--- src/rtl/fifo_uart_packet_tx.sv ---
// fifo_uart_packet_tx: drains the packet FIFO and sends each packet on an
// 8N1 UART line (LSB first) as SOF, payload bytes, XOR checksum, EOF.
//
// state      | meaning
// IDLE       | line idle; checksum and count cleared; waits for enable and data
// SEND_SOF   | serializing the start-of-frame byte
// FETCH      | one-cycle FIFO read strobe (skipped to SEND_CHK if FIFO empty)
// WAIT_DATA  | waiting up to 2 cycles for the popped byte to arrive
// SEND_DATA  | serializing a payload byte
// SEND_CHK   | serializing the XOR checksum of the payload
// SEND_EOF   | serializing the end-of-frame byte; pkt_done on its last cycle
module fifo_uart_packet_tx #(
  parameter int         CLKS_PER_BIT = 868,
  parameter int         MAX_PAYLOAD  = 8,
  parameter logic [7:0] SOF_BYTE     = 8'hA5,
  parameter logic [7:0] EOF_BYTE     = 8'h5A
) (
  input  logic       clk,
  input  logic       rst_n,
  input  logic       enable,
  input  logic       fifo_empty,
  output logic       fifo_rden,
  input  logic [7:0] fifo_data,
  input  logic       fifo_data_valid,
  output logic       tx,
  output logic       busy,
  output logic       pkt_done,
  output logic [7:0] pkt_len
);

  localparam int                BAUD_W    = (CLKS_PER_BIT > 1) ? $clog2(CLKS_PER_BIT) : 1;
  localparam logic [BAUD_W-1:0] BAUD_LAST = BAUD_W'(CLKS_PER_BIT - 1);
  localparam logic [7:0]        MAX_LEN   = 8'(MAX_PAYLOAD);

  typedef enum logic [2:0] {
    IDLE, SEND_SOF, FETCH, WAIT_DATA, SEND_DATA, SEND_CHK, SEND_EOF
  } state_t;

  state_t            state_q, state_d;
  logic [BAUD_W-1:0] baud_q, baud_d;
  logic [3:0]        bit_q, bit_d;
  logic [7:0]        byte_q, byte_d;
  logic [7:0]        chk_q, chk_d;
  logic [7:0]        cnt_q, cnt_d;
  logic              wait_q, wait_d;
  logic [7:0]        len_q, len_d;
  logic              tx_q, tx_d;
  logic              in_byte, bit_end, byte_done;
  logic [2:0]        data_idx;

  // State, counters and the registered TX line; reset drives tx high at once.
  always_ff @(posedge clk or negedge rst_n) begin
    if (!rst_n) begin
      state_q <= IDLE;
      baud_q  <= '0;
      bit_q   <= '0;
      byte_q  <= '0;
      chk_q   <= '0;
      cnt_q   <= '0;
      wait_q  <= 1'b0;
      len_q   <= '0;
      tx_q    <= 1'b1;
    end else begin
      state_q <= state_d;
      baud_q  <= baud_d;
      bit_q   <= bit_d;
      byte_q  <= byte_d;
      chk_q   <= chk_d;
      cnt_q   <= cnt_d;
      wait_q  <= wait_d;
      len_q   <= len_d;
      tx_q    <= tx_d;
    end
  end

  // Shared bit timing for all byte states plus the packet sequencing.
  always_comb begin
    state_d = state_q;
    baud_d  = baud_q;
    bit_d   = bit_q;
    byte_d  = byte_q;
    chk_d   = chk_q;
    cnt_d   = cnt_q;
    wait_d  = wait_q;
    len_d   = len_q;

    in_byte   = (state_q == SEND_SOF) || (state_q == SEND_DATA) ||
                (state_q == SEND_CHK) || (state_q == SEND_EOF);
    bit_end   = in_byte && (baud_q == BAUD_LAST);
    byte_done = bit_end && (bit_q == 4'd9);

    // Counters wrap to zero at the end of each byte so the next byte state
    // always starts at the beginning of its start bit.
    if (in_byte) begin
      if (bit_end) begin
        baud_d = '0;
        bit_d  = byte_done ? 4'd0 : bit_q + 4'd1;
      end else begin
        baud_d = baud_q + 1'b1;
      end
    end

    case (state_q)
      IDLE: begin
        chk_d  = '0;
        cnt_d  = '0;
        wait_d = 1'b0;
        if (enable && !fifo_empty) begin
          state_d = SEND_SOF;
          byte_d  = SOF_BYTE;
        end
      end
      SEND_SOF: begin
        if (byte_done) state_d = FETCH;
      end
      FETCH: begin
        wait_d = 1'b0;
        if (fifo_empty) begin
          state_d = SEND_CHK;
          byte_d  = chk_q;
        end else begin
          state_d = WAIT_DATA;
        end
      end
      WAIT_DATA: begin
        if (fifo_data_valid) begin
          byte_d  = fifo_data;
          chk_d   = chk_q ^ fifo_data;
          cnt_d   = cnt_q + 8'd1;
          state_d = SEND_DATA;
        end else if (wait_q) begin
          state_d = SEND_CHK;
          byte_d  = chk_q;
        end else begin
          wait_d = 1'b1;
        end
      end
      SEND_DATA: begin
        if (byte_done) begin
          if ((cnt_q == MAX_LEN) || fifo_empty) begin
            state_d = SEND_CHK;
            byte_d  = chk_q;
          end else begin
            state_d = FETCH;
          end
        end
      end
      SEND_CHK: begin
        if (byte_done) begin
          state_d = SEND_EOF;
          byte_d  = EOF_BYTE;
        end
      end
      SEND_EOF: begin
        if (byte_done) begin
          state_d = IDLE;
          len_d   = cnt_q;
        end
      end
      default: state_d = IDLE;
    endcase
  end

  // Line level for the next cycle, derived from the next-state view so tx is a clean flop.
  always_comb begin
    data_idx = 3'(bit_d - 4'd1);
    tx_d     = 1'b1;
    if ((state_d == SEND_SOF) || (state_d == SEND_DATA) ||
        (state_d == SEND_CHK) || (state_d == SEND_EOF)) begin
      if (bit_d == 4'd0)      tx_d = 1'b0;
      else if (bit_d == 4'd9) tx_d = 1'b1;
      else                    tx_d = byte_d[data_idx];
    end
  end

  assign tx        = tx_q;
  assign busy      = (state_q != IDLE);
  assign fifo_rden = (state_q == FETCH) && !fifo_empty;
  assign pkt_done  = (state_q == SEND_EOF) && byte_done;
  assign pkt_len   = len_q;

endmodule

--- config.mk ---
export PLATFORM = sky130hd
export DESIGN_NAME = fifo_uart_packet_tx
export DESIGN_NICKNAME = d
export VERILOG_FILES = /design/src/rtl/fifo_uart_packet_tx.sv
export SDC_FILE = /design/constraint.sdc
export NUM_CORES = 1
export LEC_CHECK = 0
export ABC_AREA = 1
export CAP_MARGIN = 20
export CORE_UTILIZATION = 60
export DETAILED_ROUTE_END_ITERATION = 16
export PLACE_DENSITY = 0.83
export SYNTH_ARGS = -nofsm -noshare
export SYNTH_HDL_FRONTEND = slang
export SYNTH_SLANG_ARGS = --single-unit
export TNS_END_PERCENT = 1
--- constraint.sdc ---
create_clock -name clk -period 3.5 [get_ports clk]
set_input_delay 0.525 -clock clk [delete_from_list [all_inputs] [get_ports clk]]
set_output_delay 0.525 -clock clk [all_outputs]
set_load 0.01 [all_outputs]
Word-level counts from Yosys, hierarchy flattened:

Cells that the tools add are included.

* bits in registers: 51
* bits of input ports: 13
* word-level logic and storage cells: 86

* $add $sub $neg: 4
* order comparisons: 1
* eq/ne operators: 16
* muxes and demuxes: 33
* bitwise logic cells: 1
* reduce and logical (&&, ||, !) cells: 22

Operator list (count)
* $mux W8: 9
* $pmux W8 S5: 1
* $pmux W8 S2: 2
* $mux W3: 9
* $pmux W3 S7: 1
* $eq A3 B3 Y1 const B: 6
* $mux W4: 3
* $add A10 B1 Y10 const B: 1
* $eq A10 B10 Y1 const B: 1
* $mux W10: 1
* $add A8 B1 Y8 const B: 1
* $eq A4 B4 Y1 const B: 2
* $eq A8 B4 Y1 const B: 1
* $xor A8 B8 Y8: 1
* $logic_or A1 B1 Y1: 7
* $eq A3 B1 Y1 const B: 2
* $eq A3 B2 Y1 const B: 2
* $reduce_and A2 Y1: 3
* $logic_and A1 B1 Y1: 5
* $mux W1: 5
* $add A4 B1 Y4 const B: 1
* $logic_not A4 Y1: 1
* $lt A3 B4 Y1 const B: 1
* $ne A2 B2 Y1 const B: 2
* 8 further kinds: 9

Logic depth before layout (Yosys ltp):

* depth in word-level cells: 15
* depth in mapped cells: 17
* depth with buffers taken out: 17

Least setup slack after synthesis:

No wires, ideal clock.

* path type: reg-to-output
* start: register bit_q[0]
* end: output port pkt_done
* arrival: 1.526 ns
* slack: 1.449 ns
* cell stages (with the launch flop): 9
* cell sequence: dfrtp_1 ha_1 nand3_1 inv_1 nand2_1 inv_2 nand2_1 clkbuf_1 inv_1

* longest elaborated chain between the ends: 3

RTL lines
* from (decl): RTL line 41 `logic [3:0] bit_q, bit_d;`
* from (signal assigned): RTL line 66 `bit_q <= bit_d;`
* $eq A4 B4 Y1: RTL line 90 `byte_done = bit_end && (bit_q == 4'd9);`
* $logic_and A1 B1 Y1: RTL line 90
* $logic_and A1 B1 Y1: RTL line 179 `assign pkt_done = (state_q == SEND_EOF) && byte_done;`
* to (decl): RTL line 27 `output logic pkt_done,`

No other way between the ends.

Worst setup path after layout:

* start: register state_q[0]
* end: output port pkt_done

* longest elaborated chain between the ends: 7

RTL lines
* from (decl): RTL line 39 `state_t state_q, state_d;`
* from (signal assigned): RTL line 64 `state_q <= state_d;`
* $eq A3 B1 Y1 or $eq A3 B3 Y1 (tied branches): RTL line 87 `in_byte = (state_q == SEND_SOF) || (state_q == SEND_DATA) ||`
* $logic_or A1 B1 Y1 (2 in a row): RTL line 87
* $logic_or A1 B1 Y1: RTL line 88 `(state_q == SEND_CHK) || (state_q == SEND_EOF);`
* $logic_and A1 B1 Y1: RTL line 89 `bit_end = in_byte && (baud_q == BAUD_LAST);`
* $logic_and A1 B1 Y1: RTL line 90
* $logic_and A1 B1 Y1 (*): RTL line 179

Mark *: on every way between the ends. The rest lies on a longest branch, timed or not.

==> run_results.csv <==
group,metric,value,unit
run_status,status,"finished clean",
critical_path,crit_chain,"inv_2, nand2_2, nand3_2, nor2_4, nand2_1, inv_2, nand2_1, inv_1, clkdlybuf4s50_1",
global_route,grt_max_degree,39,
yosys,ys_seq_area_share,45.83,%
pwr,switching_power,0.0004082,W
yosys,ys_types,29,
finish,diodes,0,
critical_path,worstRegToRegCells,14,
route,drc,0,
yosys,synth_area,0.002788,mm^2
sta,worst_slew_pin_slew,0.8224,ns
pwr,seq_power_share,53.2,%
clock_network,cts_tree,"built",
sta,finalCritPeriodShare,92.13,%
floorplanning,coreArea,0.004414,mm^2
global_route,grt_use_total,26.67,%
route,ant_nets,0,
sta,final_hold_viol_count,0,
critical_path,r2r-end,"tx",
critical_path,crit_path_start_kind,"register",
route,dr.first_iter.drc_count,219,
sta,slew_violations,0,
route,vias,2411,
place,placed_area,0.003075,mm^2
critical_path,rr_startpoint,"cnt_q[0]",
clock_network,cts_sinks,51,
min_path,hold_path.class,"input pin to asynchronous set/reset pin",
route,wirelength,5.832,mm
global_route,grt_pass1_vias,2297,
critical_path,cp.buffers_inverters,4,
sta,slew_headroom,45.17,%
critical_path,cp-startpoint,"state_q[0]",
finish,finalNetCount,413,
pwr,power_per_cell_area,420.2,mW/mm^2
finish,area.growth.synth_to_final,13.46,%
critical_path,cp.arrival,2.70,ns
floorplanning,die_w,70.16,um
global_route,grt.busiest_layer,"met2",
global_route,grt_pass1_wl,10.35,mm
global_route,grt-ovfl-total,0,
yosys,synth_top_area_share,44.88,%
route,viasPerCell,5.430,
clock_network,cts_setup_buffers,0,
finish,fin_area,0.003163,mm^2
global_route,antenna_found_initial,0,
global_route,grt_util_met1,36.35,%
pwr,p_int,0.0009211,W
yosys,yosys-top-cells-area,"dfrtp_1 45%, nand2_1 11%, inv_1 7.7%, o21ai_0 6.3%, nor2_1 4.7%",
route,drtPass1Iterations,7,
yosys,synth_cells,363,
floorplanning,placement_rows,24,
critical_path,critical_path.top_delay_family,"simple AND/OR/NAND/NOR gates",
critical_path,critPathKind,"register to output pin",
yosys,ys_ff_latch,51,
sta,setup_ws,0.2756,ns
pwr,clkPwrFrac,25.8,%
run,maxCapViolCount,0,
floorplanning,start_util,63.15,%
pwr,total_power,0.001329,W
critical_path,critPathCaptureType,"output pin",
clock_network,clk_pin_slew,0.09,ns
place,place_ws,0.6114,ns
yosys,synth_top_cell_by_area,"dfrtp_1",
clock_network,hold_buffers,0,
critical_path,crit_end,"pkt_done",
clock_network,cts_resized,0,
place,port_buffers,24,
pwr,power.leakage,1.581,nW
finish,drive_above_1_share,6.633,%
global_route,met3_usage,5.339,%
floorplanning,die_h,70.16,um
critical_path,cp.required,2.97,ns
global_route,grtUsageMet2,43.38,%
pwr,ir_worst_vdd,0.2418,mV
place,hpwl,4.361,mm
yosys,syn-num-nets,384,
floorplanning,ioPinCount,25,
sta,setup_viol,0,
pwr,p_sw_share,30.71,%
critical_path,cp_max_fo,17,
place,gp_congestion,0.8997,
clock_network,cts.path.max_buffers,2,
finish,fillCellCount,375,
sta,fin_crit,3.224,ns
clock_network,htreeDepth,2,
clock_network,clock-root-buffer,"clkbuf_8",
critical_path,slowest_delay,0.54,ns
sta,fin_worst_skew,0.008654,ns
sta,max_freq,0.3101,GHz
clock_network,clk_latency,0.30,ns
clock_network,cts_buffers,5,
critical_path,crit_slowest_cell,"clkdlybuf4s50_1",
sta,fin_tns_setup,0,ns
yosys,syn_area_per_cell,7.680,um^2
critical_path,reg2reg_slack,1.15,ns
floorplanning,die-area,0.004922,mm^2
route,wl_per_cell,13.14,um
sta,holdWs,0.3059,ns
critical_path,cp.depth,9,
pwr,comb_power_share,21.0,%
yosys,ys_warn_count,0,
sta,rsz0062_at_grt,"no",
## stage by stage
step | utilization (%) | std cells
finish | 71.66 | 444
global route | 71.66 | 444
CTS | 71.66 | 444
detailed placement | 69.67 | 437
global placement | 69.67 | 437
floorplan | - | 363
## cell usage after synthesis
cell,count
nand2_1,80
inv_1,57
dfrtp_1,50
nor2_1,35
o21ai_0,35
nand3_1,25
a21oi_1,22
nor3_1,11
ha_1,8
nand4_1,8
xor2_1,6
inv_2,4
nand2_2,3
nand3_2,2
nor2_4,2
xor2_2,2
a221oi_1,1
and2_1,1
buf_2,1
buf_6,1
clkbuf_1,1
clkinv_1,1
dfstp_2,1
nand2_4,1
nor2_2,1
nor3b_1,1
o21a_1,1
o21ai_2,1
o31ai_1,1
## cell families (layout without fill, tap and decap cells)
group                    after synthesis  count (layout)  share of synthesized area, %
AO/OA/AOI/OAI                         61              61                         11.40
buffers and inverters                 65              94                         9.066
AND/OR/NAND/NOR                      170             170                         27.07
flip-flops                            51              51                         45.83
adder cells (fa/ha/maj)                8               8                         3.591
XOR/XNOR                               8               8                         3.052
## state kept, by name (all words and copies together), names as in the netlist
signal / count
pkt_len: 8
bit_q: 4
byte_q: 8
tx: 1
cnt_q: 8
chk_q: 8
state_q: 3
wait_q: 1
baud_q: 10
## metal layers
metal,wire length [um],vias to the layer above
met4,116,0
met1,2628,1117
met2,2784,71
met5,0,-
met3,302,14
li1,-,1209
## placed cells by master (no fill, tap or decap)
cell type and count:
o21a_1 1, dfstp_2 1, nand2_2 3, o21ai_2 1, clkdlybuf4s50_1 23, nand3_1 25, a221oi_1 1, o31ai_1 1
buf_4 1, xor2_1 6, buf_2 1, nand3_2 2, nor2_4 2, and2_1 1, ha_1 8, xor2_2 2
nand2_1 80, nand4_1 8, inv_1 57, nor2_1 35, clkinv_2 1, nor3b_1 1, o21ai_0 35, nor2_2 1
clkbuf_8 6, dfrtp_1 50, nand2_4 1, inv_2 4, clkinv_1 1, a21oi_1 22, nor3_1 11
## worst min path at each step
stage / depth (start not counted) / endpoint / from / slack [ns]
finish: 1 / cnt_q[0] / rst_n / 0.31
global route: 1 / pkt_len[2] / rst_n / 0.38
CTS: 1 / pkt_len[5] / rst_n / 0.35
detailed placement: 2 / byte_q[1] / byte_q[1] / 0.46
global placement: 2 / byte_q[4] / byte_q[4] / 0.46
floorplan: 0 / baud_q[0] / rst_n / 0.23
## area by class of cell
class                      count  area, um^2  share of cell area (%)
sequential                    51        1277                   40.39
inverter                      62       232.7                   7.358
clock buffer                   6       82.58                   2.611
clock inverter                 1       5.005                  0.1582
multi-input combinational    247        1257                   39.75
tap                           52       65.06                   2.057
timing repair buffer          25       242.7                   7.674
## power by group through the flow
stage	Clock (W)	Combinational (W)	Sequential [W]
CTS	0.000349	0.000281	0.000706
detailed placement	0	0.000280	0.000718
floorplan	0	0.000200	0.000707
global route	0.000374	0.000334	0.000718
finish	0.000343	0.000279	0.000707
global placement	0	0.000269	0.000712
Power figures use the tool's default switching activity.
